## config.mk

```make
export PLATFORM = sky130hd
export DESIGN_NAME = sram_bank_arbiter_flat
export DESIGN_NICKNAME = d
export VERILOG_FILES = /design/src/rtl/sram_bank_arbiter_pkg.sv /design/src/rtl/sram_bank_arbiter_if.sv /design/src/rtl/sram_bank_ctrl.sv /design/src/rtl/sram_bank_arbiter.sv /design/src/flat_wrapper.sv
export SDC_FILE = /design/constraint.sdc
export NUM_CORES = 1
export LEC_CHECK = 0
export ABC_AREA = 1
export CAP_MARGIN = 20
export CORE_MARGIN = 3
export CORE_UTILIZATION = 27
export DETAILED_ROUTE_END_ITERATION = 6
export HOLD_SLACK_MARGIN = 0.06
export PLACE_DENSITY = 0.54
export RECOVER_POWER = 50
export SLEW_MARGIN = 10
export SYNTH_ARGS = -nofsm -noshare
export SYNTH_HDL_FRONTEND = slang
export SYNTH_SLANG_ARGS = --single-unit
```

## constraint.sdc

```tcl
create_clock -name clk -period 2.11 [get_ports clk]
set_input_delay 0.422 -clock clk [delete_from_list [all_inputs] [get_ports clk]]
set_output_delay 0.422 -clock clk [all_outputs]
set_load 0.03 [all_outputs]
```

## src/rtl/sram_bank_arbiter_pkg.sv

```systemverilog
// Shared types and helpers for the SRAM bank arbiter: bank select values,
// bank FSM encoding and the winner-selection function used by each bank.
package sram_bank_arbiter_pkg;

  localparam logic BANK_BASE   = 1'b0;
  localparam logic BANK_EXT    = 1'b1;
  localparam int   MAX_MASTERS = 16;

  typedef enum logic {
    ST_IDLE   = 1'b0,
    ST_ACCESS = 1'b1
  } bank_state_t;

  // Fixed mode: highest set index of mask[n-1:0]. Round-robin: first set bit
  // after ptr, wrapping at n. Result is meaningless when mask is empty.
  function automatic int arb_pick(input logic [MAX_MASTERS-1:0] mask, input int n,
                                  input int ptr, input bit rr);
    int win;
    int idx;
    win = 0;
    idx = 0;
    for (int i = 0; i < MAX_MASTERS; i++) begin
      if (!rr && i < n && mask[i[3:0]]) win = i;
    end
    for (int i = MAX_MASTERS; i >= 1; i--) begin
      if (rr && i <= n) begin
        idx = (ptr + i) % n;
        if (mask[idx[3:0]]) win = idx;
      end
    end
    return win;
  endfunction

endpackage

```

## src/rtl/sram_bank_arbiter_if.sv

```systemverilog
// Bundle of requester and RAM-side signals between the CPU masters, the
// arbiter and the two SRAM banks, plus bank FSM state for observation.
interface sram_bank_arbiter_if #(
  parameter int NUM_MASTERS = 2,
  parameter int ADDR_W      = 32,
  parameter int DATA_W      = 32
);
  import sram_bank_arbiter_pkg::*;

  localparam int BE_W = DATA_W / 8;

  // Handshake: a master raises m_req with stable we/addr/wdata and holds them
  // until it sees m_gnt in the same cycle; that cycle transfers the request.
  // m_rvalid is a single-cycle completion pulse with no back-pressure, and
  // m_rdata is meaningful only while it is high.
  logic [NUM_MASTERS-1:0]        m_req;
  logic [NUM_MASTERS*BE_W-1:0]   m_we;
  logic [NUM_MASTERS*ADDR_W-1:0] m_addr;
  logic [NUM_MASTERS*DATA_W-1:0] m_wdata;
  logic [NUM_MASTERS-1:0]        m_gnt;
  logic [NUM_MASTERS-1:0]        m_rvalid;
  logic [NUM_MASTERS*DATA_W-1:0] m_rdata;

  logic              base_en;
  logic [BE_W-1:0]   base_we;
  logic [ADDR_W-1:0] base_addr;
  logic [DATA_W-1:0] base_wdata;
  logic [DATA_W-1:0] base_rdata;
  logic              ext_en;
  logic [BE_W-1:0]   ext_we;
  logic [ADDR_W-1:0] ext_addr;
  logic [DATA_W-1:0] ext_wdata;
  logic [DATA_W-1:0] ext_rdata;

  bank_state_t base_state;
  bank_state_t ext_state;

  modport slave (
    input  m_req, m_we, m_addr, m_wdata, base_rdata, ext_rdata,
    output m_gnt, m_rvalid, m_rdata,
    output base_en, base_we, base_addr, base_wdata,
    output ext_en, ext_we, ext_addr, ext_wdata,
    output base_state, ext_state
  );

  modport master (
    output m_req, m_we, m_addr, m_wdata, base_rdata, ext_rdata,
    input  m_gnt, m_rvalid, m_rdata,
    input  base_en, base_we, base_addr, base_wdata,
    input  ext_en, ext_we, ext_addr, ext_wdata,
    input  base_state, ext_state
  );

endinterface

```

## src/rtl/sram_bank_ctrl.sv

```systemverilog
// One SRAM bank: picks a winner among its candidate masters, latches the
// request, drives the RAM for RAM_LAT cycles and returns a registered response.
module sram_bank_ctrl
  import sram_bank_arbiter_pkg::*;
#(
  parameter int NUM_MASTERS = 2,
  parameter int ADDR_W      = 32,
  parameter int DATA_W      = 32,
  parameter int RAM_LAT     = 1,
  parameter int ARB_MODE    = 0
) (
  input  logic                          clk,
  input  logic                          reset,
  input  logic [NUM_MASTERS-1:0]        cand_i,
  input  logic [NUM_MASTERS*(DATA_W/8)-1:0] m_we_i,
  input  logic [NUM_MASTERS*ADDR_W-1:0] m_addr_i,
  input  logic [NUM_MASTERS*DATA_W-1:0] m_wdata_i,
  output logic [NUM_MASTERS-1:0]        gnt_o,
  output logic [NUM_MASTERS-1:0]        busy_o,
  output logic [NUM_MASTERS-1:0]        rvalid_o,
  output logic [DATA_W-1:0]             resp_o,
  output logic                          ram_en_o,
  output logic [DATA_W/8-1:0]           ram_we_o,
  output logic [ADDR_W-1:0]             ram_addr_o,
  output logic [DATA_W-1:0]             ram_wdata_o,
  input  logic [DATA_W-1:0]             ram_rdata_i,
  output bank_state_t                   state_o
);
  localparam int BE_W  = DATA_W / 8;
  localparam int ID_W  = (NUM_MASTERS > 1) ? $clog2(NUM_MASTERS) : 1;
  localparam int CNT_W = (RAM_LAT > 1) ? $clog2(RAM_LAT) : 1;

  bank_state_t            state_q, state_d;
  logic [CNT_W-1:0]       cnt_q, cnt_d;
  logic [ID_W-1:0]        owner_q, owner_d;
  logic [ID_W-1:0]        ptr_q, ptr_d;
  logic [BE_W-1:0]        we_q, we_d;
  logic [ADDR_W-1:0]      addr_q, addr_d;
  logic [DATA_W-1:0]      wdata_q, wdata_d;
  logic [DATA_W-1:0]      resp_q, resp_d;
  logic [NUM_MASTERS-1:0] rvalid_q, rvalid_d;

  logic            can_grant;
  logic [ID_W-1:0] win;

  // Reset also masks grants so no master sees m_gnt for a request we drop.
  assign can_grant = (state_q == ST_IDLE) && !reset && (|cand_i);
  assign win = ID_W'(arb_pick(MAX_MASTERS'(cand_i), NUM_MASTERS, int'(ptr_q), ARB_MODE != 0));

  always_ff @(posedge clk) begin
    if (reset) begin
      state_q  <= ST_IDLE;
      cnt_q    <= '0;
      owner_q  <= '0;
      ptr_q    <= ID_W'(NUM_MASTERS - 1);
      we_q     <= '0;
      addr_q   <= '0;
      wdata_q  <= '0;
      resp_q   <= '0;
      rvalid_q <= '0;
    end else begin
      state_q  <= state_d;
      cnt_q    <= cnt_d;
      owner_q  <= owner_d;
      ptr_q    <= ptr_d;
      we_q     <= we_d;
      addr_q   <= addr_d;
      wdata_q  <= wdata_d;
      resp_q   <= resp_d;
      rvalid_q <= rvalid_d;
    end
  end

  always_comb begin
    state_d  = state_q;
    cnt_d    = cnt_q;
    owner_d  = owner_q;
    ptr_d    = ptr_q;
    we_d     = we_q;
    addr_d   = addr_q;
    wdata_d  = wdata_q;
    resp_d   = resp_q;
    rvalid_d = '0;
    case (state_q)
      ST_IDLE: begin
        if (can_grant) begin
          state_d = ST_ACCESS;
          cnt_d   = CNT_W'(RAM_LAT - 1);
          owner_d = win;
          ptr_d   = win;
          for (int m = 0; m < NUM_MASTERS; m++) begin
            if (int'(win) == m) begin
              we_d    = m_we_i[m*BE_W +: BE_W];
              addr_d  = m_addr_i[m*ADDR_W +: ADDR_W];
              wdata_d = m_wdata_i[m*DATA_W +: DATA_W];
            end
          end
        end
      end
      ST_ACCESS: begin
        if (cnt_q == '0) begin
          state_d           = ST_IDLE;
          resp_d            = ram_rdata_i;
          rvalid_d[owner_q] = 1'b1;
        end else begin
          cnt_d = cnt_q - CNT_W'(1);
        end
      end
      default: state_d = ST_IDLE;
    endcase
  end

  always_comb begin
    gnt_o    = '0;
    busy_o   = '0;
    ram_en_o = 1'b0;
    ram_we_o = '0;
    if (state_q == ST_IDLE) begin
      if (can_grant) gnt_o[win] = 1'b1;
    end else begin
      ram_en_o        = 1'b1;
      ram_we_o        = we_q;
      busy_o[owner_q] = 1'b1;
    end
  end

  assign ram_addr_o  = addr_q;
  assign ram_wdata_o = wdata_q;
  assign rvalid_o    = rvalid_q;
  assign resp_o      = resp_q;
  assign state_o     = state_q;

endmodule

```

## src/rtl/sram_bank_arbiter.sv

```systemverilog
// Routes each master's request to the base or ext bank by one address bit;
// the two banks run independently and their grants/completions are merged.
module sram_bank_arbiter
  import sram_bank_arbiter_pkg::*;
#(
  parameter int NUM_MASTERS  = 2,
  parameter int ADDR_W       = 32,
  parameter int DATA_W       = 32,
  parameter int BANK_SEL_BIT = 22,
  parameter int RAM_LAT      = 1,
  parameter int ARB_MODE     = 0
) (
  input logic clk,
  input logic reset,
  sram_bank_arbiter_if.slave bus
);
  logic [NUM_MASTERS-1:0] outst;
  logic [NUM_MASTERS-1:0] cand_base, cand_ext;
  logic [NUM_MASTERS-1:0] gnt_base, gnt_ext;
  logic [NUM_MASTERS-1:0] busy_base, busy_ext;
  logic [NUM_MASTERS-1:0] rv_base, rv_ext;
  logic [DATA_W-1:0]      resp_base, resp_ext;

  // A master is outstanding exactly while a bank is in ACCESS on its behalf.
  assign outst = busy_base | busy_ext;

  always_comb begin
    cand_base = '0;
    cand_ext  = '0;
    for (int m = 0; m < NUM_MASTERS; m++) begin
      if (bus.m_req[m] && !outst[m]) begin
        if (bus.m_addr[m*ADDR_W + BANK_SEL_BIT] == BANK_BASE) cand_base[m] = 1'b1;
        else cand_ext[m] = 1'b1;
      end
    end
  end

  sram_bank_ctrl #(
    .NUM_MASTERS(NUM_MASTERS), .ADDR_W(ADDR_W), .DATA_W(DATA_W),
    .RAM_LAT(RAM_LAT), .ARB_MODE(ARB_MODE)
  ) u_base (
    .clk(clk), .reset(reset), .cand_i(cand_base),
    .m_we_i(bus.m_we), .m_addr_i(bus.m_addr), .m_wdata_i(bus.m_wdata),
    .gnt_o(gnt_base), .busy_o(busy_base), .rvalid_o(rv_base), .resp_o(resp_base),
    .ram_en_o(bus.base_en), .ram_we_o(bus.base_we), .ram_addr_o(bus.base_addr),
    .ram_wdata_o(bus.base_wdata), .ram_rdata_i(bus.base_rdata), .state_o(bus.base_state)
  );

  sram_bank_ctrl #(
    .NUM_MASTERS(NUM_MASTERS), .ADDR_W(ADDR_W), .DATA_W(DATA_W),
    .RAM_LAT(RAM_LAT), .ARB_MODE(ARB_MODE)
  ) u_ext (
    .clk(clk), .reset(reset), .cand_i(cand_ext),
    .m_we_i(bus.m_we), .m_addr_i(bus.m_addr), .m_wdata_i(bus.m_wdata),
    .gnt_o(gnt_ext), .busy_o(busy_ext), .rvalid_o(rv_ext), .resp_o(resp_ext),
    .ram_en_o(bus.ext_en), .ram_we_o(bus.ext_we), .ram_addr_o(bus.ext_addr),
    .ram_wdata_o(bus.ext_wdata), .ram_rdata_i(bus.ext_rdata), .state_o(bus.ext_state)
  );

  assign bus.m_gnt    = gnt_base | gnt_ext;
  assign bus.m_rvalid = rv_base | rv_ext;

  always_comb begin
    bus.m_rdata = '0;
    for (int m = 0; m < NUM_MASTERS; m++) begin
      bus.m_rdata[m*DATA_W +: DATA_W] = rv_ext[m] ? resp_ext : resp_base;
    end
  end

endmodule
```

## src/flat_wrapper.sv

```systemverilog
// flat-port wrapper written by rule: the top's interface ports become plain ports
module sram_bank_arbiter_flat import sram_bank_arbiter_pkg::*;
#(
  parameter int NUM_MASTERS  = 2,
  parameter int ADDR_W       = 32,
  parameter int DATA_W       = 32,
  parameter int BANK_SEL_BIT = 22,
  parameter int RAM_LAT      = 1,
  parameter int ARB_MODE     = 0
)
  (clk, reset, bus_m_req, bus_m_we, bus_m_addr, bus_m_wdata, bus_base_rdata, bus_ext_rdata, bus_m_gnt, bus_m_rvalid, bus_m_rdata, bus_base_en, bus_base_we, bus_base_addr, bus_base_wdata, bus_ext_en, bus_ext_we, bus_ext_addr, bus_ext_wdata, bus_base_state, bus_ext_state);
  sram_bank_arbiter_if #(.NUM_MASTERS(NUM_MASTERS), .ADDR_W(ADDR_W), .DATA_W(DATA_W)) bus_i ();
  input logic clk;
  input logic reset;
  input wire logic [$bits(bus_i.m_req)-1:0] bus_m_req;
  input wire logic [$bits(bus_i.m_we)-1:0] bus_m_we;
  input wire logic [$bits(bus_i.m_addr)-1:0] bus_m_addr;
  input wire logic [$bits(bus_i.m_wdata)-1:0] bus_m_wdata;
  input wire logic [$bits(bus_i.base_rdata)-1:0] bus_base_rdata;
  input wire logic [$bits(bus_i.ext_rdata)-1:0] bus_ext_rdata;
  output wire logic [$bits(bus_i.m_gnt)-1:0] bus_m_gnt;
  output wire logic [$bits(bus_i.m_rvalid)-1:0] bus_m_rvalid;
  output wire logic [$bits(bus_i.m_rdata)-1:0] bus_m_rdata;
  output wire logic [$bits(bus_i.base_en)-1:0] bus_base_en;
  output wire logic [$bits(bus_i.base_we)-1:0] bus_base_we;
  output wire logic [$bits(bus_i.base_addr)-1:0] bus_base_addr;
  output wire logic [$bits(bus_i.base_wdata)-1:0] bus_base_wdata;
  output wire logic [$bits(bus_i.ext_en)-1:0] bus_ext_en;
  output wire logic [$bits(bus_i.ext_we)-1:0] bus_ext_we;
  output wire logic [$bits(bus_i.ext_addr)-1:0] bus_ext_addr;
  output wire logic [$bits(bus_i.ext_wdata)-1:0] bus_ext_wdata;
  output wire logic [$bits(bus_i.base_state)-1:0] bus_base_state;
  output wire logic [$bits(bus_i.ext_state)-1:0] bus_ext_state;
  assign bus_i.m_req = bus_m_req;
  assign bus_i.m_we = bus_m_we;
  assign bus_i.m_addr = bus_m_addr;
  assign bus_i.m_wdata = bus_m_wdata;
  assign bus_i.base_rdata = bus_base_rdata;
  assign bus_i.ext_rdata = bus_ext_rdata;
  assign bus_m_gnt = bus_i.m_gnt;
  assign bus_m_rvalid = bus_i.m_rvalid;
  assign bus_m_rdata = bus_i.m_rdata;
  assign bus_base_en = bus_i.base_en;
  assign bus_base_we = bus_i.base_we;
  assign bus_base_addr = bus_i.base_addr;
  assign bus_base_wdata = bus_i.base_wdata;
  assign bus_ext_en = bus_i.ext_en;
  assign bus_ext_we = bus_i.ext_we;
  assign bus_ext_addr = bus_i.ext_addr;
  assign bus_ext_wdata = bus_i.ext_wdata;
  assign bus_base_state = bus_i.base_state;
  assign bus_ext_state = bus_i.ext_state;
  sram_bank_arbiter #(.NUM_MASTERS(NUM_MASTERS), .ADDR_W(ADDR_W), .DATA_W(DATA_W), .BANK_SEL_BIT(BANK_SEL_BIT), .RAM_LAT(RAM_LAT), .ARB_MODE(ARB_MODE)) u_core (.clk(clk), .reset(reset), .bus(bus_i));
endmodule
```

# Yosys cells after proc, flatten, opt, wreduce, memory -nomap -nowiden
# Cells that the tools add are included.
# word_totals
reg_bits,210
inputBits,204
out_inout_bits,208
wordCells,104
# op_classes
add_sub_neg,2
order_cmp,8
eq_ne,2
mux,48
bitwise_logic,7
reduce_logical,21
# ops
operator,n
$mux W32,6
$mux W1,24
$mux W4,4
$mux W2,6
$logic_and A1 B1 Y1,10
$lt A1 B2 Y1 const B,4
$pmux W1 S2,4
$reduce_and A2 Y1,4
$or A2 B2 Y2,3
$reduce_or A3 Y1,2
$demux W1 S1,4
$ge A1 B1 Y1 const B,4
$ne A2 B2 Y1 const B,2
$not A1 Y1,4
$reduce_or A2 Y1,2
$logic_not A1 Y1,3
$sub A1 B1 Y1 const B,2

# Depth between registers and ports, before layout
# Gate-level depths: netlist of run 1.
# depth
depth_word,17
mapped_depth,10
depth_no_buf,8

# By module
# A second synthesis of run 1 with hierarchy kept.
# hier_totals
cells_unflattened,1826
area_unflattened_um2,10852.9
# modules_own_cells
module,n_inst,cells_per_inst,area_each_um2,seq_area_each_um2
sram_bank_ctrl,2,819,4897.2,2082.0
sram_bank_arbiter,1,188,1058.5,0.0

# Worst setup path after synthesis of run 1
# OpenSTA, ideal clock, no wires.
# synth_path
kind,register -> output
startpoint,"reg u_core.u_ext.state_q, in the netlist u_core.u_ext.state_o"
endpoint,out bus_m_gnt[0]
arrival_time_ns,1.796
required_time_ns,1.688
slack_ns,-0.108
stages_incl_launch_ff,7
path_buffers,3
cell_sequence,dfxtp_1 buf_2 nor3_1 nand2_1 buf_2 buf_4 o22ai_1
# synth_between
elab_chain_cells,13
elab_cells_between_ends,33
classes_between,4 x order compare; 15 x mux; 3 x bitwise; 11 x reduce/logical
# synth_lines
item,line,rtl
"start, declared",sram_bank_ctrl.sv:33,"bank_state_t state_q, state_d;"
"start signal, assigned",sram_bank_ctrl.sv:62,state_q <= state_d;
$mux W2,sram_bank_ctrl.sv:118,if (state_q == ST_IDLE) begin
$or A2 B2 Y2,sram_bank_arbiter.sv:25,assign outst = busy_base | busy_ext;
$logic_not A1 Y1,sram_bank_arbiter.sv:31,if (bus.m_req[m] && !outst[m]) begin
$logic_and A1 B1 Y1,sram_bank_arbiter.sv:31,
$mux W1,sram_bank_arbiter.sv:31,
$mux W1,sram_bank_arbiter_pkg.sv:23,if (!rr && i < n && mask[i[3:0]]) win = i;
$lt A1 B2 Y1 (implied by the code) / $ge A1 B1 Y1 (equally long branches),sram_bank_ctrl.sv:119,if (can_grant) gnt_o[win] = 1'b1;
$logic_and A1 B1 Y1 (implied by the code),sram_bank_ctrl.sv:119,
$mux W1 (implied by the code),sram_bank_ctrl.sv:119,
$demux W1 S1,sram_bank_ctrl.sv:119,
$mux W2,sram_bank_ctrl.sv:119,
$mux W2,sram_bank_ctrl.sv:118,
$or A2 B2 Y2 *,sram_bank_arbiter.sv:60,assign bus.m_gnt = gnt_base | gnt_ext;
"end, declared",flat_wrapper.sv:21,output wire logic [$bits(bus_i.m_gnt)-1:0] bus_m_gnt;
# Every way passes the cells marked *; elsewhere a longest branch is shown, timed or not.

# Final worst setup path of run 1
# layout_path
startpoint,"reg u_core.u_ext.addr_q[8], in the netlist u_core.u_ext.ram_addr_o[8]"
endpoint,out bus_ext_addr[8]
# layout_lines
item,line,rtl
"start, declared",sram_bank_ctrl.sv:38,"logic [ADDR_W-1:0] addr_q, addr_d;"
"start signal, assigned",sram_bank_ctrl.sv:67,addr_q <= addr_d;
"end, declared",flat_wrapper.sv:30,output wire logic [$bits(bus_i.ext_addr)-1:0] bus_ext_addr;
# No word-level cell between the ends.

==> results by group, run 1 <==
Placement
  • Dpl cells: 2643
  • Dpl hpwl: 30900 um
  • Port Buffer Count: 411
  • Routability cong.: 0.843

STA
  • Final period util: 97.5%
  • Worst-Margin Slew: 0.848 ns
  • Min Clock Period, post-route: 2.06 ns
  • Final hold vios: 0
  • RSZ-0062 raised after global routing: true
  • Maximum clock frequency: 0.486 GHz
  • Hold_ws: 0.459 ns
  • Final setup fails: 0
  • Skew final: 0.0142 ns
  • Max-slew violations: 0
  • Rel. slew slack: 43.4%

Setup path
  • Required time of the critical path: 1.69 ns
  • CP startpoint kind: flip-flop
  • CP max stage cell: clkdlybuf4s50_1
  • Crit-path cells: clkdlybuf4s50_1
  • CP bufs+invs: 1
  • Setup crit end kind: output pin
  • Largest stage delay, worst path: 0.76 ns
  • Critical path fanouts, max: 2
  • CP Data Arrival Time: 1.63 ns
  • CP top delay family: buffers and inverters
  • CP Class: flip-flop to output pin

Power
  • Internal: 0.00861 W
  • Sequential share of power: 35.2%
  • NetSw: 0.00389 W
  • Combinational share of power: 25.2%
  • Sw Ratio: 31.1%
  • Peak supply drop: 0.545 mV
  • Leak: 8.08 nW
  • Pwr Density: 760 nW/um^2
  • Clock Power Share: 39.6%

Synth
  • Post-synth top area cell: dfxtp_1
  • Synth unique cells: 19
  • Cell area after synthesis: 10600 sq um
  • Dominant cells by area after synthesis: dfxtp_1, nand2_1, nor2_1
  • Post-synth top area share: 39.3%
  • Register bit total from synthesis: 208
  • Post-Synthesis Cells: 1792
  • Synth warnings: 0
  • Mapped Nets: 1996
  • Seq/Total Area, Yosys: 39.3%
  • Syn avg cell area: 5.92 sq um

Routing
  • DRT antenna net count: 0
  • Vias/cell: 4.43
  • Remaining DRCs: 0
  • Iter 0 DRT Violations: 808
  • Vias: 12.0k
  • DR WL/cell: 16.5 um
  • Router iterations before antenna repair: 5
  • Total Wirelength: 44500 um

CTS
  • CTS tree: built
  • CTS buffer count: 27
  • Htree depth: 1
  • Worst-skew pair later-pin latency: 0.54 ns
  • CTS Sinks: 208
  • Root Driver: clkbuf_16
  • Clock transition at path regs: 0.06 ns
  • Clock buffer depth: 3

GRT
  • Total GRT Usage: 20.4%
  • Grt total ovfl: 0
  • Met1 Use GR: 25.4%
  • First-pass GRT wire length: 68000 um
  • Met2 Use GR: 34.5%
  • Global Route met3 Usage: 6.29%
  • Most Crowded Layer GR: met2
  • Antenna violations before repair: 2
  • Vias in the first global route: 11.6k
  • Largest net degree at the start of global routing: 66

Die
  • Die height: 204 um
  • # rows: 71
  • Die footprint: 41700 sq um
  • # IOs: 412
  • Horiz. Die Dim: 204 um
  • Initial Util: 27.8%
  • Core Area: 38200 sq um

Finish
  • Nets: 2371
  • Layout cells sized above 1: 9.83%
  • Final cell count without fillers: 2700
  • Area Growth Syn to Fin: 55.2%

Hold path
  • Worst hold-check path type: input port to flip-flop

Run status
  • Run status: finished clean

Run
  • MaxCap Viol Count: 0
==> final timing paths <==
check / start / end / slack (ns) / depth (start not counted)
worst min register to register: u_core.u_ext.resp_o[31] / u_core.u_ext.resp_o[31] / 0.46 / 2
worst max register to register: u_core.u_ext.state_o / u_core.u_ext.ram_addr_o[11] / 0.25 / 7
worst min-delay path: bus_ext_rdata[28] / u_core.u_ext.resp_o[28] / 0.46 / 3
worst max-delay path: u_core.u_ext.ram_addr_o[8] / bus_ext_addr[8] / 0.05 / 1
==> cell type report <==
type	count	area, sq um
antenna	2	5.00
clock buffer	35	776
clock inverter	14	178
fill	4046	21700
inverter	186	703
multi-input combinational	1275	5260
sequential	208	4190
tap	511	639
timing repair buffer	469	4710
==> cell usage in the layout, fill, tap and decap left out, types with 2 or more instances in the layout <==
master and instances:
buf_12 27, buf_4 103, buf_6 5, bufinv_16 4, clkbuf_16 27, clkbuf_8 7
clkdlybuf4s50_1 331, clkinv_2 8, dfxtp_1 202, dfxtp_4 6, diode_2 2, inv_1 183
inv_2 2, inv_6 2, nand2_1 681, nand2_2 10, nand3_1 200, nand4_1 4
nor2_1 273, nor2_4 4, o21ai_0 93, o21ai_1 3, or2_2 2
==> kinds of logic after synthesis <==
logic type	count (synthesis)	share of synthesized area, %
AOI/OAI and AO/OA	97	4.59
buffers and inverters	309	11.8
DFF	208	39.3
and+or+nand+nor	1178	44.4
==> layer usage <==
| metal | up-vias | wire [um] |
|---|---|---|
| met5 | - | 0 |
| met3 | 64 | 3920 |
| met2 | 399 | 20700 |
| li1 | 6174 | - |
| met1 | 5321 | 18700 |
| met4 | 0 | 1150 |
==> what timing repair did <==
| item | CTS | global route |
|---|---|---|
| gates cloned | 0 | 0 |
| gates resized for setup | 12 | 16 |
| setup buffers | 4 | 2 |
| hold buffers | 0 | 0 |
| setup endpoints to repair | 52 | 21 |
| pin swaps | 3 | 1 |
==> cells in the mapped netlist <==
cell	n
buf_1	25
buf_2	30
buf_4	9
buf_6	2
clkbuf_1	57
dfxtp_1	208
inv_1	184
inv_2	2
nand2_1	690
nand2_2	2
nand3_1	200
nand3_2	1
nand4_1	4
nor2_1	276
nor2_2	2
nor3_1	1
o21ai_0	96
o22ai_1	1
or2_2	2
==> sequential cells by signal (all words and copies together), names as in the netlist, 2 cells and up <==
signal,flops
u_core.u_base.ram_addr_o,32
u_core.u_ext.ram_addr_o,32
u_core.u_ext.ram_wdata_o,32
u_core.u_base.resp_o,32
u_core.u_base.rvalid_o,2
u_core.u_base.ram_wdata_o,32
u_core.u_ext.we_q,4
u_core.u_ext.rvalid_o,2
u_core.u_ext.resp_o,32
u_core.u_base.we_q,4
==> power by group through the flow <==
stage	Clock, W	Combinational (W)	Sequential, W
finish	0.00494	0.00315	0.00440
global route	0.00526	0.00344	0.00444
global placement	0	0.00314	0.00448
floorplan	0	0.00125	0.00488
CTS	0.00509	0.00318	0.00441
detailed placement	0	0.00315	0.00449
==> per-stage QoR <==
| stage | power, W | cell area, sq um | util, % | setup TNS, ns | worst slack [ns] |
|---|---|---|---|---|---|
| after floorplan | 0.00613 | 10600 | - | 0 | 0.0678 |
| after global placement | 0.00762 | 15400 | 40.3 | -0.0818 | -0.0760 |
| after detailed placement | 0.00764 | 15400 | 40.3 | -0.0925 | -0.0231 |
| after CTS | 0.0127 | 16400 | 43.0 | -0.0494 | -0.0151 |
| after global routing | 0.0131 | 16500 | 43.1 | -0.115 | -0.0356 |
| final | 0.0125 | 16500 | 43.1 | 0 | 0.0536 |
Power figures use the tool's default switching activity.
==> run 2: changes to the inputs <==
CORE_UTILIZATION = 40   (was 27)
GPL_TIMING_DRIVEN = 0   (was default)
PLACE_DENSITY = 0.74   (was 0.54)
==> run 2 against run 1 <==
Against the previous run:
- the flow now finishes with violations (DRC)
- sequential power about the same
- final cell count shrank 3.8%
- via count increased by 6.2%
- critical path depth is 5 higher
- die area fell by 32%
- routed wire length up 0.27%
- power fell by 2.0%
- worst setup slack worse by 0.044 ns
- register-to-register slack worse by 0.13 ns
- clock power fell by 5.1%
- core utilization increased by 20 points
- critical endpoint is now bus_m_gnt[0]
==> results by group, run 2 (synthesized netlist as in run 1, its figures left out) <==
Run status
  • Run status: finished, violations left
  • Failing checks: DRC

CTS
  • Clock transition at path regs: 0.06 ns (about the same)
  • CTS buffer count: 25 (-7.4%)
  • Clock buffer depth: 3 (unchanged)
  • Worst-skew pair later-pin latency: 0.52 ns (-0.02 ns)
  • Htree depth: 1 (unchanged)
  • CTS tree: built
  • Root Driver: clkbuf_16
  • CTS Sinks: 208 (unchanged)

STA
  • RSZ-0062 raised after global routing: true
  • Setup WS post-layout: 0.00982 ns (-0.0437 ns)
  • Max-slew violations: 0 (unchanged)
  • Setup tns final: 0 ns (unchanged)
  • Final setup fails: 0 (unchanged)
  • Maximum clock frequency: 0.476 GHz (-2.1%)
  • Final period util: 99.5% (+2.1 points)
  • Min Clock Period, post-route: 2.10 ns (+0.0437 ns)
  • Final hold vios: 0 (unchanged)
  • Rel. slew slack: 44.9% (+1.5 points)
  • Hold_ws: 0.233 ns (-0.226 ns)
  • Worst-Margin Slew: 0.826 ns (-0.0223 ns)
  • Skew final: 0.00883 ns (-0.00540 ns)

Routing
  • Remaining DRCs: 6 (+6)
  • Vias: 12.7k (+6.2%)
  • Metal1 wirelength: 16900 um (-9.3%)
  • Vias/cell: 4.89 (+10%)
  • DRT antenna net count: 0 (unchanged)
  • DR WL/cell: 17.2 um (+4.2%)
  • Total Wirelength: 44600 um (+0.27%)
  • Met3 routed WL: 4660 um (+19%)
  • Iter 0 DRT Violations: 956 (+18%)
  • Max layer used: met5
  • Met2 wire length: 21400 um (+3.1%)
  • Router iterations before antenna repair: 7 (+2)

Die
  • Core Area: 25600 sq um (-33%)
  • # rows: 58 (-18%)
  • Die height: 169 um (-17%)
  • # IOs: 412 (unchanged)
  • Horiz. Die Dim: 169 um (-17%)
  • Initial Util: 41.4% (+14 points)
  • Die footprint: 28500 sq um (-32%)

GRT
  • Total GRT Usage: 29.8% (+9.3 points)
  • Largest net degree at the start of global routing: 19 (-71%)
  • Grt total ovfl: 0 (unchanged)
  • Vias in the first global route: 12.2k (+5.4%)
  • First-pass GRT wire length: 67800 um (-0.42%)
  • Antenna violations before repair: 9 (+7)

Finish
  • Layout cells sized above 1: 10.0% (+0.19 points)
  • Nets: 2451 (+3.4%)
  • Finished Cell Area: 16200 sq um (-1.5%)
  • Most frequent cells in the layout: nand2_1, clkdlybuf4s50_1, nor2_1
  • Layout Utilization: 63.3% (+20 points)
  • Most common cell after layout, fill and taps aside: nand2_1
  • Area Growth Syn to Fin: 52.9%

Setup path
  • CP startpoint kind: flip-flop
  • Setup crit end kind: output pin
  • Critical path fanouts, max: 10 (+8)
  • Largest stage delay, worst path: 0.37 ns (-0.39 ns)
  • R2r startpoint: u_core.u_ext.state_o
  • Required time of the critical path: 1.69 ns (about the same)
  • R2r endpoint: u_core.u_ext.ram_addr_o[25]
  • CP max stage cell: dfxtp_4
  • CP Data Arrival Time: 1.68 ns (+0.05 ns)
  • FF-to-FF path depth: 9 (+2)
  • CP Class: flip-flop to output pin
  • Flop-to-flop setup slack: 0.12 ns (-0.13 ns)
  • Crit-path cells: nand2_4, nand3_4, nor2_4, buf_8, o22ai_4, buf_6

Placement
  • Placed cell area: 15100 sq um (-1.7%)
  • Port Buffer Count: 410 (-0.24%)
  • Dpl ws: -1.33 ns (-1.31 ns)
  • Routability cong.: 0.918 (+9.0%)
  • Dpl hpwl: 33800 um (+9.3%)

Hold path
  • Hold depth: 2 (-1)
  • Worst hold start: reset
  • Hold endpoint: u_core.u_ext.rvalid_o[1]
  • Worst hold-check path type: input port to flip-flop

Power
  • Leak: 8.18 nW (+1.2%)
  • Peak supply drop: 0.536 mV (-1.6%)
  • Pwr Density: 755 nW/um^2 (-0.54%)

Run
  • MaxCap Viol Count: 0 (unchanged)
run 2: what timing repair did:
action | CTS | global route
resized for setup | 556 | 42
buffers inserted | 17 | 8
hold buffers | 0 | 0
hold endpoints to repair | 0 | 0
pin swaps | 10 | 7
endpoints found under the setup margin | 177 | 67
run 2: area by class of cell:
type | count | area (sq um)
Multi-Input combinational cell | 1275 | 5320
Clock buffer | 37 | 751
Clock inverter | 8 | 149
Tap cell | 330 | 413
Timing Repair Buffer | 435 | 4050
Buffer | 116 | 649
Fill cell | 2399 | 9410
Antenna cell | 3 | 7.51
Inverter | 186 | 701
Sequential cell | 208 | 4180
run 2: how the worst max path moves through the flow:
| stage | to | from | slack (ns) |
|---|---|---|---|
| 5_1_grt | bus_m_gnt[0] | u_core.u_ext.owner_q | -0.04 |
| 2_1_floorplan | bus_m_gnt[0] | u_core.u_ext.state_o | 0.07 |
| 3_5_place_dp | bus_m_gnt[1] | bus_m_req[1] | -1.33 |
| 4_1_cts | bus_m_gnt[0] | u_core.u_base.state_o | -0.10 |
| 6_report | bus_m_gnt[0] | u_core.u_base.state_o | 0.01 |
| 3_3_place_gp | bus_m_gnt[1] | bus_m_req[1] | -1.31 |
run 2: power by group:
group	internal (W)	switching, W
Clock	0.00294	0.00175
Combinational	0.00128	0.00186
Sequential	0.00423	0.000187
run 2: critical path, delay by kind of cell (launching register included):
kind / cells / cell delay (ns)
simple gates: 3 / 0.38
compound gates: 1 / 0.09
flops: 1 / 0.37
buf+inv: 2 / 0.31
run 2: stage by stage:
stage	cells	power (W)
floorplan	1792	0.00613
global placement	2532	0.00752
detailed placement	2532	0.00756
CTS	2592	0.0123
global route	2598	0.0128
finish	2598	0.0122
run 2: routing by layer:
metal	vias up	global-route usage (%)
met3	104	9.34
met2	564	51.6
met1	5688	34.7
met5	-	0
met4	12	10.5
li1	6337	-
